File: src/rtl/chiplet_types_pkg.sv
// rtl/chiplet_types_pkg.sv - shared flit, queue-entry and transmitter state types
package chiplet_types_pkg;

    localparam int VC_W      = 2;
    localparam int DEST_W    = 4;
    localparam int PAYLOAD_W = 32;

    typedef struct packed {
        logic [DEST_W-1:0] dest;
        logic [VC_W-1:0]   vc;
    } flit_meta_t;

    typedef struct packed {
        flit_meta_t             metadata;
        logic [PAYLOAD_W-1:0]   payload;
    } flit_t;

    // One queued flit plus its end-of-packet marker
    typedef struct packed {
        flit_t flit;
        logic  last;
    } tx_entry_t;

    typedef enum logic {
        TX_IDLE,
        TX_LOCKED
    } tx_state_t;

endpackage

File: src/rtl/tx_vc_fifo.sv
// rtl/tx_vc_fifo.sv - per-VC synchronous queue of flits with last markers
module tx_vc_fifo
    import chiplet_types_pkg::*;
#(
    parameter int DEPTH = 4
) (
    input  logic                     clk,
    input  logic                     rst,
    input  logic                     push,
    input  tx_entry_t                push_data,
    input  logic                     pop,
    output tx_entry_t                head,
    output logic                     full,
    output logic                     empty,
    output logic [$clog2(DEPTH):0]   count
);

    localparam int AW = $clog2(DEPTH);

    tx_entry_t         mem [DEPTH];
    logic [AW-1:0]     wr_ptr;
    logic [AW-1:0]     rd_ptr;
    logic              do_push;
    logic              do_pop;

    assign full    = (count == (AW+1)'(DEPTH));
    assign empty   = (count == '0);
    assign do_push = push && !full;
    assign do_pop  = pop && !empty;
    assign head    = mem[rd_ptr];

    // Storage needs no reset: a slot is only read after it has been written
    always_ff @(posedge clk) begin
        if (do_push) begin
            mem[wr_ptr] <= push_data;
        end
    end

    // Pointers wrap naturally because DEPTH is a power of two
    always_ff @(posedge clk) begin
        if (rst) begin
            wr_ptr <= '0;
            rd_ptr <= '0;
            count  <= '0;
        end else begin
            if (do_push) begin
                wr_ptr <= wr_ptr + AW'(1);
            end
            if (do_pop) begin
                rd_ptr <= rd_ptr + AW'(1);
            end
            case ({do_push, do_pop})
                2'b10:   count <= count + (AW+1)'(1);
                2'b01:   count <= count - (AW+1)'(1);
                default: count <= count;
            endcase
        end
    end

endmodule

File: src/rtl/switch_port_tx.sv
// rtl/switch_port_tx.sv - credit-based per-VC transmitter feeding one switch ingress port
module switch_port_tx
    import chiplet_types_pkg::*;
#(
    parameter int NUM_VCS     = 2,
    parameter int BUFFER_SIZE = 8,
    parameter int FIFO_DEPTH  = 4
) (
    input  logic                                            clk,
    input  logic                                            rst,
    input  logic                                            host_valid,
    input  flit_t                                           host_flit,
    input  logic                                            host_last,
    output logic                                            host_ready,
    input  logic [NUM_VCS-1:0]                              credit_return,
    output logic                                            data_ready_out,
    output flit_t                                           flit_out,
    output logic [NUM_VCS-1:0][$clog2(BUFFER_SIZE+1)-1:0]   credits,
    output logic                                            credit_err,
    output logic                                            busy
);

    localparam int CW    = $clog2(BUFFER_SIZE + 1);
    localparam int VW    = (NUM_VCS > 1) ? $clog2(NUM_VCS) : 1;
    localparam int CNT_W = $clog2(FIFO_DEPTH) + 1;

    tx_state_t          state;
    logic [VW-1:0]      lock_vc;
    logic [VW-1:0]      rr_ptr;

    logic [NUM_VCS-1:0] fifo_full;
    logic [NUM_VCS-1:0] fifo_empty;
    logic [NUM_VCS-1:0] push;
    logic [NUM_VCS-1:0] pop;
    logic [NUM_VCS-1:0] eligible;
    logic [NUM_VCS-1:0] credit_over;
    logic [CNT_W-1:0]   fifo_count [NUM_VCS];
    tx_entry_t          fifo_head  [NUM_VCS];

    tx_entry_t          host_entry;
    logic [VW-1:0]      host_vc;
    logic               host_vc_ok;

    logic               pick_found;
    logic [VW-1:0]      pick_vc;
    logic               send;
    logic [VW-1:0]      send_vc;
    tx_entry_t          send_entry;

    assign host_entry = {host_flit, host_last};
    assign host_vc    = host_flit.metadata.vc[VW-1:0];
    assign host_vc_ok = int'(host_flit.metadata.vc) < NUM_VCS;
    assign host_ready = host_vc_ok && !fifo_full[host_vc];

    for (genvar v = 0; v < NUM_VCS; v++) begin : g_vc
        assign push[v]        = host_valid && host_ready && (host_vc == VW'(v));
        assign pop[v]         = send && (send_vc == VW'(v));
        assign eligible[v]    = !fifo_empty[v] && (credits[v] != '0);
        assign credit_over[v] = credit_return[v] && !pop[v] && (credits[v] == CW'(BUFFER_SIZE));

        tx_vc_fifo #(
            .DEPTH (FIFO_DEPTH)
        ) u_fifo (
            .clk       (clk),
            .rst       (rst),
            .push      (push[v]),
            .push_data (host_entry),
            .pop       (pop[v]),
            .head      (fifo_head[v]),
            .full      (fifo_full[v]),
            .empty     (fifo_empty[v]),
            .count     (fifo_count[v])
        );
    end

    // Round-robin search starting one past the last VC that won arbitration
    always_comb begin
        logic [VW-1:0] cand;
        pick_found = 1'b0;
        pick_vc    = rr_ptr;
        cand       = '0;
        for (int i = 1; i <= NUM_VCS; i++) begin
            cand = VW'((int'(rr_ptr) + i) % NUM_VCS);
            if (!pick_found && eligible[cand]) begin
                pick_found = 1'b1;
                pick_vc    = cand;
            end
        end
    end

    // While a packet is open only its own VC may send; otherwise arbitration decides
    always_comb begin
        send    = 1'b0;
        send_vc = lock_vc;
        if (state == TX_LOCKED) begin
            send    = eligible[lock_vc];
            send_vc = lock_vc;
        end else begin
            send    = pick_found;
            send_vc = pick_vc;
        end
    end

    assign send_entry = fifo_head[send_vc];

    // Packet-lock FSM with registered output stage
    always_ff @(posedge clk) begin
        if (rst) begin
            state          <= TX_IDLE;
            lock_vc        <= '0;
            rr_ptr         <= VW'(NUM_VCS - 1);
            data_ready_out <= 1'b0;
            flit_out       <= '0;
        end else begin
            data_ready_out <= send;
            if (send) begin
                flit_out <= send_entry.flit;
            end
            case (state)
                TX_IDLE: begin
                    if (send) begin
                        rr_ptr <= send_vc;
                        if (!send_entry.last) begin
                            state   <= TX_LOCKED;
                            lock_vc <= send_vc;
                        end
                    end
                end
                TX_LOCKED: begin
                    if (send && send_entry.last) begin
                        state <= TX_IDLE;
                    end
                end
                default: state <= TX_IDLE;
            endcase
        end
    end

    // Credit counters: a send and a return on the same edge cancel out
    always_ff @(posedge clk) begin
        if (rst) begin
            for (int v = 0; v < NUM_VCS; v++) begin
                credits[v] <= CW'(BUFFER_SIZE);
            end
        end else begin
            for (int v = 0; v < NUM_VCS; v++) begin
                if (pop[v] && !credit_return[v]) begin
                    credits[v] <= credits[v] - CW'(1);
                end else if (!pop[v] && credit_return[v] && !credit_over[v]) begin
                    credits[v] <= credits[v] + CW'(1);
                end
            end
        end
    end

    // Sticky flag for a credit returned into an already-full counter
    always_ff @(posedge clk) begin
        if (rst) begin
            credit_err <= 1'b0;
        end else if (|credit_over) begin
            credit_err <= 1'b1;
        end
    end

    // Activity indication
    always_comb begin
        busy = (state == TX_LOCKED) || data_ready_out;
        for (int v = 0; v < NUM_VCS; v++) begin
            if (fifo_count[v] != '0) begin
                busy = 1'b1;
            end
        end
    end

endmodule

File: config.mk
export PLATFORM = sky130hd
export DESIGN_NAME = switch_port_tx
export DESIGN_NICKNAME = d
export VERILOG_FILES = /design/src/rtl/chiplet_types_pkg.sv /design/src/rtl/tx_vc_fifo.sv /design/src/rtl/switch_port_tx.sv
export SDC_FILE = /design/constraint.sdc
export NUM_CORES = 1
export LEC_CHECK = 0
export BUFFER_PORTS_ARGS = -buffer_cell sky130_fd_sc_hd__buf_2
export CORE_UTILIZATION = 35
export CTS_CLUSTER_SIZE = 20
export DETAILED_ROUTE_END_ITERATION = 16
export GPL_TIMING_DRIVEN = 0
export SYNTH_ARGS = -nofsm -noshare
export SYNTH_HDL_FRONTEND = slang
export SYNTH_SLANG_ARGS = --single-unit
File: constraint.sdc
create_clock -name clk -period 7.3 [get_ports clk]
set_input_delay 1.46 -clock clk [delete_from_list [all_inputs] [get_ports clk]]
set_output_delay 1.46 -clock clk [all_outputs]
set_load 0.01 [all_outputs]
; After elaboration in Yosys (flattened, before gate mapping)
; Memories as Yosys holds them, arrays and structs flattened. A register that Yosys moved wholly into a read port is not among the register bits.
; Index checks and enable logic that the tools add are counted.
[totals]
regBits = 65
mem_bits_rw = 312
input_bits = 44
out_inout_bits = 50
word_cells = 136
mem_count = 2
[classes]
n_addsub = 14
magnitude_cmp = 6
n_eq_ne = 8
n_mux = 37
bitwise_logic = 5
reduce_logical = 48
[memory_table]
columns = memory, depth, width, read_ports, rd_ports_with_merged_regs, wr, line_no
row1 = g_vc[0].u_fifo.mem, 4, 39, 1, 1, 1, tx_vc_fifo.sv:20  ; tx_entry_t mem [DEPTH];
row2 = g_vc[1].u_fifo.mem, 4, 39, 1, 1, 1, tx_vc_fifo.sv:20
[ops]
columns = operator, count
row1 = $mux W39, 3
row2 = $mux W1, 23
row3 = $logic_and A1 B1 Y1, 22
row4 = $mux W4, 4
row5 = $logic_not A1 Y1, 12
row6 = $pmux W3 S2, 2
row7 = $add A2 B1 Y2 const B, 4
row8 = $add A4 B1 Y4 const B, 2
row9 = $eq A4 B4 Y1 const B, 2
row10 = $lt A1 B2 Y1 const B, 4
row11 = $mux W2, 4
row12 = $reduce_bool A2 Y1, 4
row13 = $reduce_bool A4 Y1, 2
row14 = $sub A4 B1 Y4 const B, 2
row15 = $add A3 B1 Y3 const B, 2
row16 = $eq A3 B3 Y1 const B, 2
row17 = $logic_not A3 Y1, 2
row18 = $reduce_bool A3 Y1, 2
row19 = $sub A3 B1 Y3 const B, 2
row20 = $eq A2 B1 Y1 const B, 2
row21 = $eq A2 B2 Y1 const B, 2
row22 = $not A1 Y1, 4
row23 = $reduce_and A3 Y1, 1
row24 = $add A1 B1 Y1 const B, 2
row25 = other kinds (7), 7

; Longest topological paths before layout
[depth]
ltp_word = 19
depth_mapped = 10
mapped_depth_nobuf = 9

; By module
; Synthesis repeated with hierarchy kept, for this count alone.
[unflattened]
hier_cells = 793
area_unflattened_um2 = 14873.0
[modules_own_cells]
columns = mod, instances, cells_each, area_each_um2, seq_area_each_um2
row1 = tx_vc_fifo, 2, 257, 6092.1, 4864.7
row2 = switch_port_tx, 1, 279, 2688.8, 1021.0

; Worst setup path after synthesis
; No wires, ideal clock.
[synth_timing]
kind = input -> register
startpoint = in host_flit[32] in the netlist's numbering
endpoint = mem g_vc[0].u_fifo.mem[0][0] in the netlist's numbering (enable)
setup_time_ns = 0.400
arrival_time_ns = 2.999
required_time_ns = 6.900
setup_slack_ns = 3.900
path_stages = 2
path_buffers = 0
cell_sequence = nor4b_4 -> and2_1
[synth_via]
elab_chain_cells = 9
elab_cells_between_ends = 11
classes_between = 1 x order compare / 4 x mux / 1 x bitwise / 5 x reduce/logical
[synth_lines]
columns = item, line_no
row1 = start: declaration, switch_port_tx.sv:12  ; input flit_t host_flit,
row2 = $mux W1 (not written as such) (2 in series), switch_port_tx.sv:53  ; assign host_ready = host_vc_ok && !fifo_full[host_vc];
row3 = $logic_not A1 Y1, switch_port_tx.sv:53
row4 = $logic_and A1 B1 Y1, switch_port_tx.sv:53
row5 = $logic_and A1 B1 Y1, switch_port_tx.sv:56  ; assign push[v] = host_valid && host_ready && (host_vc == VW'(v));
row6 = $logic_and A1 B1 Y1 (*), switch_port_tx.sv:56
row7 = $logic_and A1 B1 Y1 (*), tx_vc_fifo.sv:28  ; assign do_push = push && !full;
row8 = $mux W1 (*), tx_vc_fifo.sv:34  ; if (do_push) begin
row9 = $mux W1 (not written as such) (*), tx_vc_fifo.sv:35  ; mem[wr_ptr] <= push_data;
row10 = end: declaration, tx_vc_fifo.sv:20
; Mark *: on every way between the ends. The rest lies on a longest branch, timed or not. The select of a mux whose other input is x is not followed.

; Worst setup path in the final report
[layout_timing]
startpoint = in host_flit[32] in the netlist's numbering
endpoint = out host_ready
[layout_via]
elab_chain_cells = 4
elab_cells_between_ends = 5
classes_between = 1 x order compare / 2 x mux / 2 x reduce/logical
[layout_lines]
columns = item, line_no
row1 = $mux W1 (not written as such) (2 in series), switch_port_tx.sv:53
row2 = $logic_not A1 Y1, switch_port_tx.sv:53
row3 = $logic_and A1 B1 Y1 (*), switch_port_tx.sv:53
row4 = end: declaration, switch_port_tx.sv:14  ; output logic host_ready,
; Marks and branches as above.

==> flow_summary.json <==
{
  "wire_per_inst_um": 21.03,
  "whs_ns": 0.4798,
  "fin_crit_sh_pct": 49.52,
  "status": "complete, no violations",
  "synth_flop_cell": "edfxtp_1",
  "required_ns": 5.84,
  "p_int_mw": 4.352,
  "initial_core_util_pct": 35.50,
  "critical_path_arrival_ns": 2.15,
  "clk_path_buf_depth": 3,
  "cts-root-buf": "clkbuf_16",
  "place_hpwl_um": 18410,
  "cellPowerDensity_nw_per_um2": 356.2,
  "ys_ff_latch": 381,
  "clock_power_share_pct": 31.7,
  "core-area_sq_um": 40830,
  "path_max_fanout": 12,
  "antenna_found_initial": 6,
  "avgSynthCellArea_sq_um": 19.59,
  "critical_path_class": "in -> out",
  "sw_frac_of_total_pct": 28.37,
  "leakagePower_nw": 5.691,
  "cts_tree": "done",
  "nFillCells": 3613,
  "insertion_delay_ns": 0.54,
  "fin_area_sq_um": 17060,
  "cts_buffers": 41,
  "ir_drop_uv": 153.6,
  "holdBufCountCts": 0,
  "slowest_delay_ns": 0.24,
  "drtPass1Iterations": 4,
  "synth.area.top_cells": "edfxtp_1, mux4_2, dfxtp_1, a221o_1, nor2b_1",
  "critPathBufInv": 2,
  "grt_pass1_wl_um": 46000,
  "min_path_type": "reg -> reg",
  "die_h_um": 205.5,
  "synth_area_sq_um": 14490,
  "path_clk_slew_ns": 0.05,
  "cts_setup_buffers": 0,
  "seqCellArea_sq_um": 10750,
  "gp_congestion": 0.7921,
  "num_rows": 74,
  "setup_viol": 0,
  "drt_wl_total_um": 30480,
  "grt_overflow": 0,
  "skew_ns": 0.02177,
  "ys_warn_count": 0,
  "port_buffers": 92,
  "cap_violations": 0,
  "drive_above_1_share_pct": 29.29,
  "synth-edff-count": 312,
  "grtUsageTotal_pct": 14.83,
  "timing.fmax_mhz": 276.6,
  "synth_top_area_share_pct": 64.64,
  "synthCells": 740,
  "synth_area_leader_cell": "edfxtp_1",
  "cp_slowest_cell": "buf_2",
  "yosysUniqueCellTypes": 51,
  "p_comb_share_pct": 24.8,
  "cp_cell_sequence": "buf_2 > nor2_1 > a21oi_1 > nor2_1 > buf_2",
  "die_w_um": 205.5,
  "rsz0062_at_grt": "false",
  "ff2ff_setup_slack_ns": 4.57,
  "worst_pin_slew_ns": 0.9978,
  "post-route-min-period_ns": 3.615,
  "power.net_switching_mw": 1.724,
  "syn_nets": 797,
  "drv_slew": 0,
  "crit_family": "buffers and inverters",
  "first_iter_violations": 349,
  "multi_input_area_sq_um": 3546,
  "relSlewSlack_pct": 33.48,
  "drc_errors": 0,
  "final_nets": 940,
  "dpl_cell_area_sq_um": 15810,
  "via_per_inst": 5.003,
  "clock_sinks": 381,
  "area_delta_synth_final_pct": 17.69,
  "cts_resized": 0,
  "pwr-share-seq_pct": 43.5,
  "io-pin-count": 94,
  "yosysSeqAreaShare_pct": 74.17,
  "async_flop_share_pct": 0,
  "vias": 7250,
  "end_kind": "output port",
  "finalSetupTns_ns": 0,
  "grt_pass1_vias": 7524,
  "h-tree-depth": 2,
  "start_kind": "primary input",
  "antenna_left": 0,
  "die_area_sq_um": 42230,
  "grt_max_degree": 26,
  "final-hold-violation-count": 0
}
==> worst reg2reg max path: stages, from the launching register on <==
cell and delay [ns]:
dfxtp_1 0.35, nor3_1 0.55, or2_1 0.26, a211o_1 0.17, buf_6 0.17, nor2_1 0.08
fa_1 0.41, and2_1 0.15, mux2i_1 0.14, mux2_2 0.34
==> placed cells by master (no fill, tap or decap), types with 4 or more instances in the layout <==
| master | netlist | layout |
|---|---|---|
| a21oi_1 | 6 | 6 |
| a221o_1 | 38 | 38 |
| and2_2 | 0 | 8 |
| buf_1 | 5 | 5 |
| buf_12 | 0 | 5 |
| buf_2 | 13 | 105 |
| clkbuf_1 | 14 | 35 |
| clkbuf_16 | 0 | 42 |
| dfxtp_1 | 69 | 69 |
| edfxtp_1 | 312 | 312 |
| ha_1 | 11 | 11 |
| inv_1 | 10 | 10 |
| mux2_2 | 5 | 5 |
| mux2i_1 | 12 | 12 |
| mux4_2 | 78 | 78 |
| nand2_1 | 12 | 12 |
| nor2_1 | 32 | 32 |
| nor2b_1 | 46 | 46 |
| nor3_1 | 5 | 5 |
| o21ai_0 | 4 | 4 |
| or3_1 | 4 | 4 |
| xnor2_1 | 7 | 7 |
==> metal layers <==
| metal | share of wire [%] | GRT usage (%) |
|---|---|---|
| met5 | 0.14 | 0 |
| met4 | 2.5 | 4.947 |
| met3 | 4.8 | 2.930 |
| met2 | 49 | 24.46 |
| met1 | 44 | 19.59 |
==> cell usage after synthesis, drive strengths merged, types with 2 or more instances <==
cell type and instances:
nor2b 46, fa 2, or2 2, and2 11, nor3 6, mux4 78
nor2 33, edfxtp 312, o21ai 4, nand2b 3, clkbuf 14, xnor2 7
or3 4, mux2 8, nand3 3, a21oi 6, ha 11, a221o 38
xor2 4, nand4 3, o32a 2, nor3b 3, inv 10, nor4 2
mux2i 12, buf 22, nand2 13, dfxtp 69
==> power by group through the flow <==
stage	clock [mW]	combinational, mW	sequential, mW
final	1.93	1.51	2.64
after global routing	2.05	1.67	2.66
after CTS	1.97	1.54	2.64
after detailed placement	0	1.54	2.68
after global placement	0	1.51	2.69
after floorplan	0	1.06	2.70
==> layout make-up <==
class	instances	share of cell area, %
inverters	10	0.2201
clock buffers	64	6.704
repair buffers	100	3.770
plain buffers	36	0.9976
clock inverters	11	0.5648
well taps	532	3.902
diodes	2	0.02934
multi-input cells	313	20.79
flip-flops and latches	381	63.02
==> kinds of logic after synthesis <==
group | after synthesis | synth area share, %
adder cells (fa/ha/maj) | 13 | 1.226
flip-flops | 381 | 74.17
XOR/XNOR | 11 | 0.7166
buffers and inverters | 46 | 1.433
multiplexers | 98 | 13.60
AO/OA/AOI/OAI | 58 | 3.591
AND/OR/NAND/NOR | 133 | 5.266
==> registers in the layout, summed over array words and instances (netlist names), named ones only <==
signal,cells
g_vc.u_fifo.rd_ptr,4
credits,8
g_vc.u_fifo.mem,312
flit_out,38
g_vc.u_fifo.count,6
data_ready_out,1
rr_ptr,1
lock_vc,1
credit_err,1
g_vc.u_fifo.wr_ptr,4
==> metrics by stage <==
stage	instances	worst slack (ns)	utilization, %	power [mW]
2_1_floorplan	740	3.900	-	3.753
3_3_place_gp	1364	2.600	38.25	4.194
3_5_place_dp	1372	3.620	38.73	4.219
4_1_cts	1447	3.675	41.76	6.152
5_1_grt	1448	3.616	41.77	6.372
6_report	1449	3.685	41.78	6.075
==> worst paths after layout <==
path              cells after the start                      end                     from
hold reg to reg                       1             flit_out[31]             flit_out[31]
setup / recovery                      5               host_ready            host_flit[32]
hold / removal                        1             flit_out[31]             flit_out[31]
setup reg to reg                      9  g_vc[0].u_fifo.count[2]  g_vc[0].u_fifo.count[0]
No activity file was read; power rests on OpenSTA's default activity.
